### src/rtl/exc_pkg.sv
// Shared types and constants for the exception unit: FSM state encoding,
// cause codes and the default handler entry address.
package exc_pkg;

  typedef enum logic [1:0] {
    StIdle    = 2'd0,
    StHandler = 2'd1,
    StFault   = 2'd2
  } exc_state_e;

  localparam logic [3:0] CAUSE_NONE     = 4'h0;
  localparam logic [3:0] CAUSE_BADINSTR = 4'h1;
  localparam logic [3:0] CAUSE_EXTIRQ   = 4'h2;
  localparam logic [3:0] CAUSE_TIMER    = 4'h3;

  localparam logic [63:0] EXC_VECTOR_DEFAULT = 64'hD8;

endpackage

### src/rtl/exc_timer.sv
// Free-running period counter; emits a one-cycle tick when it wraps from
// TIMER_PERIOD-1 back to 0.
module exc_timer #(
  parameter int unsigned TIMER_PERIOD = 1000
) (
  input  logic clk,
  input  logic reset,
  output logic tick
);

  localparam int unsigned W = (TIMER_PERIOD > 1) ? $clog2(TIMER_PERIOD) : 1;
  localparam logic [W-1:0] LAST = W'(TIMER_PERIOD - 1);

  logic [W-1:0] count_q, count_d;

  always_comb begin
    tick    = (count_q == LAST);
    count_d = tick ? '0 : count_q + 1'b1;
  end

  always_ff @(posedge clk) begin
    if (reset) count_q <= '0;
    else       count_q <= count_d;
  end

endmodule

### src/rtl/exception_unit.sv
// Exception/interrupt sequencer: redirects fetch to the handler on illegal
// instructions and interrupts, returns on ERET. Timer source under EXC_TIMER_EN.
module exception_unit
  import exc_pkg::*;
#(
  parameter int unsigned   N            = 64,
  parameter logic [N-1:0]  EXC_VECTOR   = EXC_VECTOR_DEFAULT[N-1:0],
  parameter int unsigned   TIMER_PERIOD = 1000
) (
  input  logic         clk,
  input  logic         reset,
  input  logic [N-1:0] imem_addr_F,
  input  logic [N-1:0] NextPC_F,
  input  logic         BadInstr_D,
  input  logic         ExtIRQ,
  input  logic         ERet_D,
  input  logic         ExcAck,
  output logic         EProc_F,
  output logic [N-1:0] EVAddr_F,
  output logic [N-1:0] ERR,
  output logic [3:0]   ESync,
  output logic         InHandler,
  output logic         DoubleFault
);

  exc_state_e   state_q, state_d;
  logic [N-1:0] err_q, err_d;
  logic [3:0]   esync_q, esync_d;
  logic         df_q, df_d;
  logic         ext_pend_q, ext_pend_d;
  logic         tmr_pend_q, tmr_pend_d;
  logic         tick;

`ifdef EXC_TIMER_EN
  exc_timer #(
    .TIMER_PERIOD(TIMER_PERIOD)
  ) u_timer (
    .clk  (clk),
    .reset(reset),
    .tick (tick)
  );
`else
  localparam int unsigned unused_timer_period = TIMER_PERIOD;
  assign tick = 1'b0;
`endif

  // ERET outside the handler is illegal; an external request this cycle is
  // taken without waiting for the latch.
  logic bad_idle, ext_take, irq_take;
  assign bad_idle = BadInstr_D | ERet_D;
  assign ext_take = ExtIRQ | ext_pend_q;
  assign irq_take = ext_take | tmr_pend_q;

  // Acknowledge wins over a same-cycle set.
  assign ext_pend_d = ExcAck ? 1'b0 : (ext_pend_q | ExtIRQ);
  assign tmr_pend_d = ExcAck ? 1'b0 : (tmr_pend_q | tick);

  always_ff @(posedge clk) begin
    if (reset) begin
      state_q    <= StIdle;
      err_q      <= '0;
      esync_q    <= CAUSE_NONE;
      df_q       <= 1'b0;
      ext_pend_q <= 1'b0;
      tmr_pend_q <= 1'b0;
    end else begin
      state_q    <= state_d;
      err_q      <= err_d;
      esync_q    <= esync_d;
      df_q       <= df_d;
      ext_pend_q <= ext_pend_d;
      tmr_pend_q <= tmr_pend_d;
    end
  end

  always_comb begin
    state_d = state_q;
    err_d   = err_q;
    esync_d = esync_q;
    df_d    = df_q;
    unique case (state_q)
      StIdle: begin
        if (bad_idle) begin
          err_d   = imem_addr_F;
          esync_d = CAUSE_BADINSTR;
          state_d = StHandler;
        end else if (irq_take) begin
          err_d   = NextPC_F;
          esync_d = ext_take ? CAUSE_EXTIRQ : CAUSE_TIMER;
          state_d = StHandler;
        end
      end
      StHandler: begin
        if (BadInstr_D) begin
          state_d = StFault;
          df_d    = 1'b1;
        end else if (ERet_D) begin
          state_d = StIdle;
        end
      end
      StFault: ;
      default: state_d = StIdle;
    endcase
  end

  always_comb begin
    EProc_F  = 1'b0;
    EVAddr_F = EXC_VECTOR;
    if (!reset) begin
      unique case (state_q)
        StIdle: EProc_F = bad_idle | irq_take;
        StHandler: begin
          if (!BadInstr_D && ERet_D) begin
            EProc_F  = 1'b1;
            EVAddr_F = err_q;
          end
        end
        StFault: begin
          EProc_F  = 1'b1;
          EVAddr_F = imem_addr_F;
        end
        default: ;
      endcase
    end
  end

  assign ERR         = err_q;
  assign ESync       = esync_q;
  assign InHandler   = (state_q == StHandler);
  assign DoubleFault = df_q;

endmodule

### config.mk
export PLATFORM = sky130hd
export DESIGN_NAME = exception_unit
export DESIGN_NICKNAME = d
export VERILOG_FILES = /design/src/rtl/exc_pkg.sv /design/src/rtl/exc_timer.sv /design/src/rtl/exception_unit.sv
export SDC_FILE = /design/constraint.sdc
export NUM_CORES = 1
export LEC_CHECK = 0
export ABC_AREA = 1
export CORE_MARGIN = 2
export CORE_UTILIZATION = 40
export CTS_BUF_LIST = sky130_fd_sc_hd__clkbuf_16
export CTS_CLUSTER_SIZE = 24
export DETAILED_ROUTE_END_ITERATION = 12
export DONT_BUFFER_PORTS = 1
export SLEW_MARGIN = 25
export SYNTH_ARGS = -nofsm -noshare
export SYNTH_HDL_FRONTEND = slang
export SYNTH_SLANG_ARGS = --single-unit
export TNS_END_PERCENT = 30
### constraint.sdc
create_clock -name clk -period 2.6 [get_ports clk]
set_input_delay 0.26 -clock clk [delete_from_list [all_inputs] [get_ports clk]]
set_output_delay 0.26 -clock clk [all_outputs]
set_load 0.02 [all_outputs]
==> run summary, run 1 <==
Status - completed
Multi-input combinational cell area - 2610 um2
Number of diodes - 0
Adder-cell area share of the yosys netlist - 1.44%
Hold Crit Start - ExcAck
Die Height - 108 um
Required time worst endpoint - 2.34 ns
Reg clk slew, reported paths - 0.05 ns
Mean Syn Cell Area - 5.78 um2
Max Slew Vio Count - 0
Routed Antenna Nets - 0
Slowest stage delay, CP - 0.44 ns
Sequential share of the synthesized area - 32.3%
DRT iter0 DRCs - 319
Final #Nets - 862
Reg-to-reg endpoint - ERR[0]
Largest family of logic cells by synthesized area - simple AND/OR/NAND/NOR gates
Final Cycle Share - 89.4%
Multiplexer share of the synthesized area - 0%
Max Used Layer - met4
Pin count of the biggest net entering global routing - 67
Worst-margin pin slew - 0.907 ns
Worst min-delay path class - in2reg
Hold EP - ext_pend_q
Io pins - 269
Clk_skew - 0.00871 ns
Clock Latency Late Sink - 0.32 ns
GP Congestion - 0.837
Most frequent cells in the layout - 384 x nand2_1, 127 x a21oi_1, 70 x dfxtp_1
Worst vdd rail ir drop - 0.000317 V
Layout overhead on the synthesized area - 9.23%
First-pass GRT wire length - 20800 um
PostCTS Resize Cnt - 0
Initial antenna violation count - 0
Post-DP HPWL - 9360 um
Placed Instance Area - 4380 um2
Fill count - 1162
Routed met2 length - 7140 um
Setup tns final - 0 ns
Yosys top cell area share - 33.4%
CTS root buf - clkbuf_16
Max transition margin - 39.3%
Synthesis Warnings - 0
Crit end category - primary output
Async S/R FF share, synth - 0%
CP delay by family, top - adder cells
Number of synthesized flops with an enable pin - 0
Final setup fails - 0
Gr ovfl total - 0
FP Rows - 38
Fraction of layout cells with a size suffix above 1 - 5.23%
Clock tree buffer depth - 2
Metal3 WL - 1110 um
Reg-to-reg slack, setup - 0.81 ns
Yosys top cell by area - nand2_1
CP bufs+invs - 2
# clock sinks - 70
Critical R2R Launch - state_q[0]
Cells on worst reg2reg path - 7
Sequential cell area - 1400 um2
Synthesized cell area - 4340 um2
Maximum clock rate - 0.430 GHz
Routed WL per cell - 16.7 um
TritonCTS Buffers - 9
Cells after synthesis - 751
FF+latch count, synth - 70
Worst path slowest cell - ha_2
Die W - 108 um
Primary FF master, synth - dfxtp_1
GRT Total Usage - 22.7%
Cell count along the critical path - 5
Simple logic cell fraction of the synthesized area - 41.8%
Drt total wl - 14400 um
Post-synthesis xor/xnor area fraction - 0%
Static Leak - 1.89 nW
Worst setup margin - 0.275 ns
WHS Path Cells - 1
Core area - 10700 um2
Arr. time, crit path - 2.06 ns
Die area - 11700 um2
PD cells - 718 nW/um2
DR vias - 4800
Yosys cell types - 17
DRT Pass-1 Iters - 5
Post-Place Worst Slack - 0.615 ns
Unrepaired setup endpoints after global routing - no
Most common cell after layout, fill and taps aside - nand2_1
Crit path kind - reg2out
# Post-CTS Setup Buffers - 0
Initial Util - 40.5%
Final Hold Fails - 0
Complex-gate fraction of the synthesized area - 16.3%
MaxCap Viol Count - 0
Post-route design area - 4740 um2
Worst Path Max Fanout - 21
Final Critical Period - 2.32 ns
DR DRC count - 0
Crit path cell chain - inv_1, ha_2, buf_4, nand3_1, a21oi_1
Vias in the first global route - 4199
Vias per cell - 5.54
Area contributors post-synth - nand2_1 33%, dfxtp_1 32%, a21oi_1 15%, nand3_1 7.3%, buf_2 2.8%
Startpoint types - register
CTS tree - done
H-tree levels - 3
PortBufs - 0
M1 WL - 5990 um
[worst reg2reg max path: cells and delay by family (launching register included)]
kind	cells	cell delay, ns
adders and majority gates	1	0.26
buffers and inverters	3	0.72
and+or+nand+nor	2	0.26
DFF	1	0.32
AOI/OAI and AO/OA	1	0.16
[how the worst max path moves through the flow]
| stage | from | endpoint | slack [ns] |
|---|---|---|---|
| finish | state_q[1] | EVAddr_F[32] | 0.28 |
| floorplan | state_q[1] | EVAddr_F[27] | 0.57 |
| CTS | state_q[1] | EVAddr_F[32] | 0.27 |
| global route | state_q[1] | EVAddr_F[41] | 0.12 |
| detailed placement | state_q[1] | EVAddr_F[32] | 0.62 |
| global placement | state_q[1] | EVAddr_F[16] | 0.69 |
[metal layers]
metal	global-route usage [%]	up-vias
met3	4.52	18
met1	28.1	2185
li1	-	2343
met5	0	-
met2	38.9	254
met4	8.79	0
[state kept, by name, summed over array words and instances, names as in the netlist]
| signal | count |
|---|---|
| DoubleFault | 1 |
| ext_pend_q | 1 |
| ERR | 64 |
| state_q | 2 |
| ESync | 2 |
[cells by family after synthesis]
| kind of cell | after synthesis |
|---|---|
| buf+inv | 77 |
| compound gates | 139 |
| simple gates | 459 |
| flops | 70 |
| other cells | 1 |
| fa+ha+maj | 5 |
[synth_stat cells (2+ instances only)]
| master | count |
|---|---|
| nand2_1 | 386 |
| dfxtp_1 | 70 |
| inv_2 | 2 |
| o211ai_1 | 4 |
| buf_2 | 24 |
| ha_1 | 5 |
| nor3_1 | 2 |
| buf_4 | 9 |
| nor2_1 | 7 |
| a21oi_1 | 127 |
| nand3_1 | 63 |
| clkbuf_1 | 29 |
| inv_1 | 12 |
| o21ai_0 | 8 |
[report_power, final]
group / internal [mW] / leakage (nW) / switching [mW]
clock: 0.726 / 0.135 / 0.437
sequential: 1.20 / 0.577 / 0.273
combinational: 0.219 / 1.18 / 0.545
[metrics by stage]
| stage | hold WS [ns] | total power [mW] | instances | utilization (%) |
|---|---|---|---|---|
| global route | 0.000515 | 3.60 | 866 | 44.3 |
| detailed placement | 0.339 | 2.24 | 845 | 40.9 |
| CTS | 0.0000518 | 3.44 | 864 | 44.1 |
| floorplan | 0.337 | 2.07 | 752 | - |
| finish | 0.0180 | 3.40 | 866 | 44.3 |
| global placement | 0.337 | 2.21 | 845 | 40.9 |
[cell type report]
| type | count | area share [%] |
|---|---|---|
| repair buffers | 23 | 4.75 |
| multi-input cells | 605 | 55.0 |
| well taps | 140 | 3.70 |
| clock buffers | 9 | 4.75 |
| inverters | 14 | 1.11 |
| flip-flops and latches | 70 | 29.6 |
| clock inverters | 5 | 1.14 |
[timing repair]
item / CTS / global route
hold endpoints to repair: 28 / 5
hold buffers: 5 / 2
setup endpoints to repair: 0 / 0
Note: power is estimated with default switching activity, not from simulation.
==> inputs of run 2 (changes only) <==
Settings changed: CORE_MARGIN 2 to 5.
==> run 2 against run 1 <==
Compared with the run above: sequential power barely moved; largest power group unchanged; critical endpoint unchanged; non-clock buffer count fell by 6; worst setup slack got worse by 0.044 ns; worst hold slack got worse by 0.0023 ns.
==> run summary, run 2 (synthesized netlist as in run 1, its figures left out) <==
Routed WL per cell - 17.0 um
Io pins - 269
Worst vdd rail ir drop - 0.000368 V
Startpoint types - register
CTS Hold Buffers Added - 1
Fill count - 1166
Initial Util - 40.4%
Arr. time, crit path - 2.11 ns
H-tree levels - 3
PostCTS Resize Cnt - 0
Max transition margin - 41.0%
GRT Total Usage - 20.9%
Final Critical Period - 2.37 ns
Worst Path Max Fanout - 21
DRT iter0 DRCs - 354
Pin count of the biggest net entering global routing - 62
Die Height - 114 um
Final Hold Fails - 0
Unrepaired setup endpoints after global routing - no
Initial antenna violation count - 0
# Post-CTS Setup Buffers - 0
Fraction of layout cells with a size suffix above 1 - 4.99%
PD cells - 727 nW/um2
Drt total wl - 14700 um
Sequential cell area - 1400 um2
Core Util, Final - 43.8%
Routed Antenna Nets - 0
FP Rows - 38
Status - completed
Most common cell after layout, fill and taps aside - nand2_1
DR DRC count - 0
DR vias - 4738
Most frequent cells in the layout - 384 x nand2_1, 127 x a21oi_1, 70 x dfxtp_1
Max Slew Vio Count - 0
Setup tns final - 0 ns
TritonCTS Buffers - 9
Multi-input combinational cell area - 2610 um2
Static Leak - 1.87 nW
CTS root buf - clkbuf_16
GP Congestion - 0.868
Reg clk slew, reported paths - 0.06 ns
Clock Latency Late Sink - 0.32 ns
Die area - 13000 um2
First-pass GRT wire length - 22300 um
MaxCap Viol Count - 0
Final Cycle Share - 91.1%
Vias per cell - 5.50
Layout overhead on the synthesized area - 8.57%
PortBufs - 0
Number of diodes - 0
Crit end category - primary output
Max reg flops - 64
Die W - 114 um
DRT Pass-1 Iters - 6
CTS tree - done
Core area - 10700 um2
Post-DP HPWL - 10000 um
Vias in the first global route - 4603
Setup crit start - state_q[0]
Final setup fails - 0
Final #Nets - 856
Clk_skew - 0.00790 ns
Required time worst endpoint - 2.34 ns
Worst-margin pin slew - 0.882 ns
Hold Crit Start - reset
Critical R2R Launch - state_q[0]
# clock sinks - 70
Maximum clock rate - 0.422 GHz
Gr ovfl total - 0
Worst min-delay path class - in2reg
Crit path kind - reg2out
Clock tree buffer depth - 2
-- run 2: cell count changes in the layout (fill, tap and decap cells not counted), sizes merged --
cell and change:
clkinvlp +1, clkinv +2, inv -1, buf -3, dlygate4sd3 -3
-- run 2: final timing paths --
| check | end | slack [ns] | cells after the start |
|---|---|---|---|
| setup reg to reg | ERR[50] | 0.95 | 6 |
| hold / removal | ERR[31] | 0.02 | 1 |
| hold reg to reg | state_q[1] | 0.54 | 2 |
| setup / recovery | EVAddr_F[32] | 0.23 | 5 |
-- run 2: layout make-up --
cell class                 count  area share [%]
clock inverter                 7            1.38
timing repair buffer          17            3.93
inverter                      14            1.12
sequential                    70            29.8
tap                          140            3.72
multi-input combinational    605            55.3
clock buffer                   9            4.78
-- run 2: stage by stage --
stage | area, um2 | total power, mW | std cells | setup slack [ns] | hold WS, ns
floorplan | 4340 | 2.07 | 752 | 0.570 | 0.337
global route | 4710 | 3.63 | 862 | 0.123 | 0.00266
global placement | 4390 | 2.23 | 843 | 0.647 | 0.337
CTS | 4690 | 3.46 | 860 | 0.230 | 0.00168
finish | 4710 | 3.42 | 862 | 0.231 | 0.0157
detailed placement | 4390 | 2.25 | 843 | 0.588 | 0.342
-- run 2: where the power goes --
part / switching [mW] / internal, mW
clock network: 0.455 / 0.734
logic: 0.539 / 0.218
registers: 0.276 / 1.20
-- run 2: layer usage --
layer / track usage (%) / up-vias / wire [um]
met5: 0 / - / 0
met4: 8.16 / 0 / 273
met3: 4.86 / 28 / 1430
met2: 37.3 / 241 / 7320
met1: 24.2 / 2142 / 5650
li1: - / 2327 / -
-- run 2: worst max-delay path, cell delays in order (launching register included) --
cell	delay [ns]
dfxtp_1	0.33
inv_1	0.13
ha_2	0.53
buf_4	0.30
nand2_1	0.08
a21oi_1	0.41
==> inputs of run 3 (changes only) <==
Settings changed: GPL_TIMING_DRIVEN from default to 0.
==> run 3 against run 2 <==
Compared with the run above: worst hold slack worse by 0.0070 ns; maximum frequency down 7.2%; first-iteration DRC count shrank 10%; non-clock buffer count grew 45; largest cell class unchanged; worst setup slack got worse by 0.18 ns.
==> run summary, run 3 (synthesized netlist as in run 1, its figures left out) <==
Status - completed
Cell count after placement - 892
First-pass GRT wire length - 24600 um
TritonCTS Buffers - 9
Reg-to-reg endpoint - ERR[16]
Routed Antenna Nets - 0
# clock sinks - 70
Hold Crit Start - ExcAck
Fraction of layout cells with a size suffix above 1 - 9.39%
Maximum clock rate - 0.392 GHz
Post-DP HPWL - 12400 um
Reg-to-reg slack, setup - 0.92 ns
Final Cycle Share - 98.1%
GRT Total Usage - 23.4%
Layout overhead on the synthesized area - 12.6%
WHS Path Cells - 1
Worst vdd rail ir drop - 0.000361 V
Unrepaired setup endpoints after global routing - yes
Max transition margin - 38.6%
Hold EP - ext_pend_q
Clock Latency Late Sink - 0.32 ns
Die Height - 114 um
Final setup fails - 0
Die area - 13000 um2
Max reg flops - 64
Io pins - 269
PortBufs - 0
Setup crit start - state_q[1]
Arr. time, crit path - 2.29 ns
Post-Layout Cell Count - 907
H-tree levels - 3
Post-Place Worst Slack - -0.0425 ns
Gr ovfl total - 0
Worst setup margin - 0.0482 ns
CTS Hold Buffers Added - 0
Most common cell after layout, fill and taps aside - nand2_1
Most frequent cells in the layout - 386 x nand2_1, 115 x a21oi_1, 70 x dfxtp_1
Number of diodes - 0
Pin count of the biggest net entering global routing - 13
Crit path kind - reg2out
Critical R2R Launch - state_q[0]
DR DRC count - 0
Final #Nets - 901
Routed WL per cell - 18.0 um
Static Leak - 1.99 nW
# Post-CTS Setup Buffers - 0
Fill count - 1170
Startpoint types - register
Clk_skew - 0.00296 ns
Core area - 10700 um2
Cells on worst reg2reg path - 8
Final Critical Period - 2.55 ns
Clock tree buffer depth - 2
Initial antenna violation count - 0
FP Rows - 38
CTS root buf - clkbuf_16
Vias per cell - 5.52
DRT Pass-1 Iters - 5
Max Slew Vio Count - 0
Initial Util - 40.4%
Die W - 114 um
DRT iter0 DRCs - 317
Vias in the first global route - 4638
Worst Path Max Fanout - 10
GP Congestion - 0.824
Worst-margin pin slew - 0.918 ns
PD cells - 741 nW/um2
MaxCap Viol Count - 0
Required time worst endpoint - 2.34 ns
Drt total wl - 16300 um
Final Hold Fails - 0
Reg clk slew, reported paths - 0.06 ns
CTS tree - done
Worst min-delay path class - in2reg
DR vias - 5005
Crit end category - primary output
## run 3: worst max-delay path by stage
stage	slack (ns)	endpoint	depth (start not counted)
detailed placement	-0.04	EVAddr_F[44]	6
CTS	0.03	EVAddr_F[61]	6
global route	-0.04	EVAddr_F[53]	5
floorplan	0.57	EVAddr_F[27]	6
finish	0.05	EVAddr_F[56]	5
global placement	-0.009	EVAddr_F[44]	6
## run 3: per-layer routing
layer	share of wire, %	GRT usage, %	wire, um	vias up
li1	-	-	-	2422
met1	41	29.3	6660	2302
met2	49	40.2	7950	261
met3	8.6	5.13	1410	20
met4	1.6	7.44	258	0
met5	0	0	0	-
## run 3: layout make-up
class | count | area, um2 | share of cell area [%]
tap | 140 | 175 | 3.59
inverter | 14 | 52.6 | 1.08
sequential | 70 | 1400 | 28.7
buffer | 62 | 307 | 6.28
clock buffer | 9 | 225 | 4.61
multi-input combinational | 605 | 2640 | 53.9
clock inverter | 7 | 88.8 | 1.82
## run 3: per-stage QoR
stage	total power [mW]	setup TNS [ns]	hold WS (ns)	area, um2	util (%)
2_1_floorplan	2.07	0	0.337	4340	-
3_3_place_gp	2.31	-0.0101	0.339	4520	42.0
3_5_place_dp	2.33	-0.274	0.341	4520	42.0
4_1_cts	3.65	0	0.00120	4840	45.1
5_1_grt	3.83	-0.148	0.00229	4880	45.5
6_report	3.62	0	0.00866	4880	45.5
## run 3: repair_timing
item                                   4_1_cts  5_1_grt
gates resized for setup                      7       18
endpoints found under the hold margin        0        0
setup endpoints to repair                   60       22
pin swaps                                    0        0
cloned                                       0        0
## run 3: worst max-delay path: stages (launching register included)
cell	delay (ns)
dfxtp_1	0.41
inv_1	0.11
ha_1	0.29
nand2_1	0.31
clkbuf_1	0.37
a21oi_1	0.48
## run 3: power by group
group	internal [mW]	switching (mW)	leakage, nW
Clock	0.833	0.470	0.149
Sequential	1.20	0.279	0.577
Combinational	0.243	0.591	1.26
Total	2.28	1.34	1.99
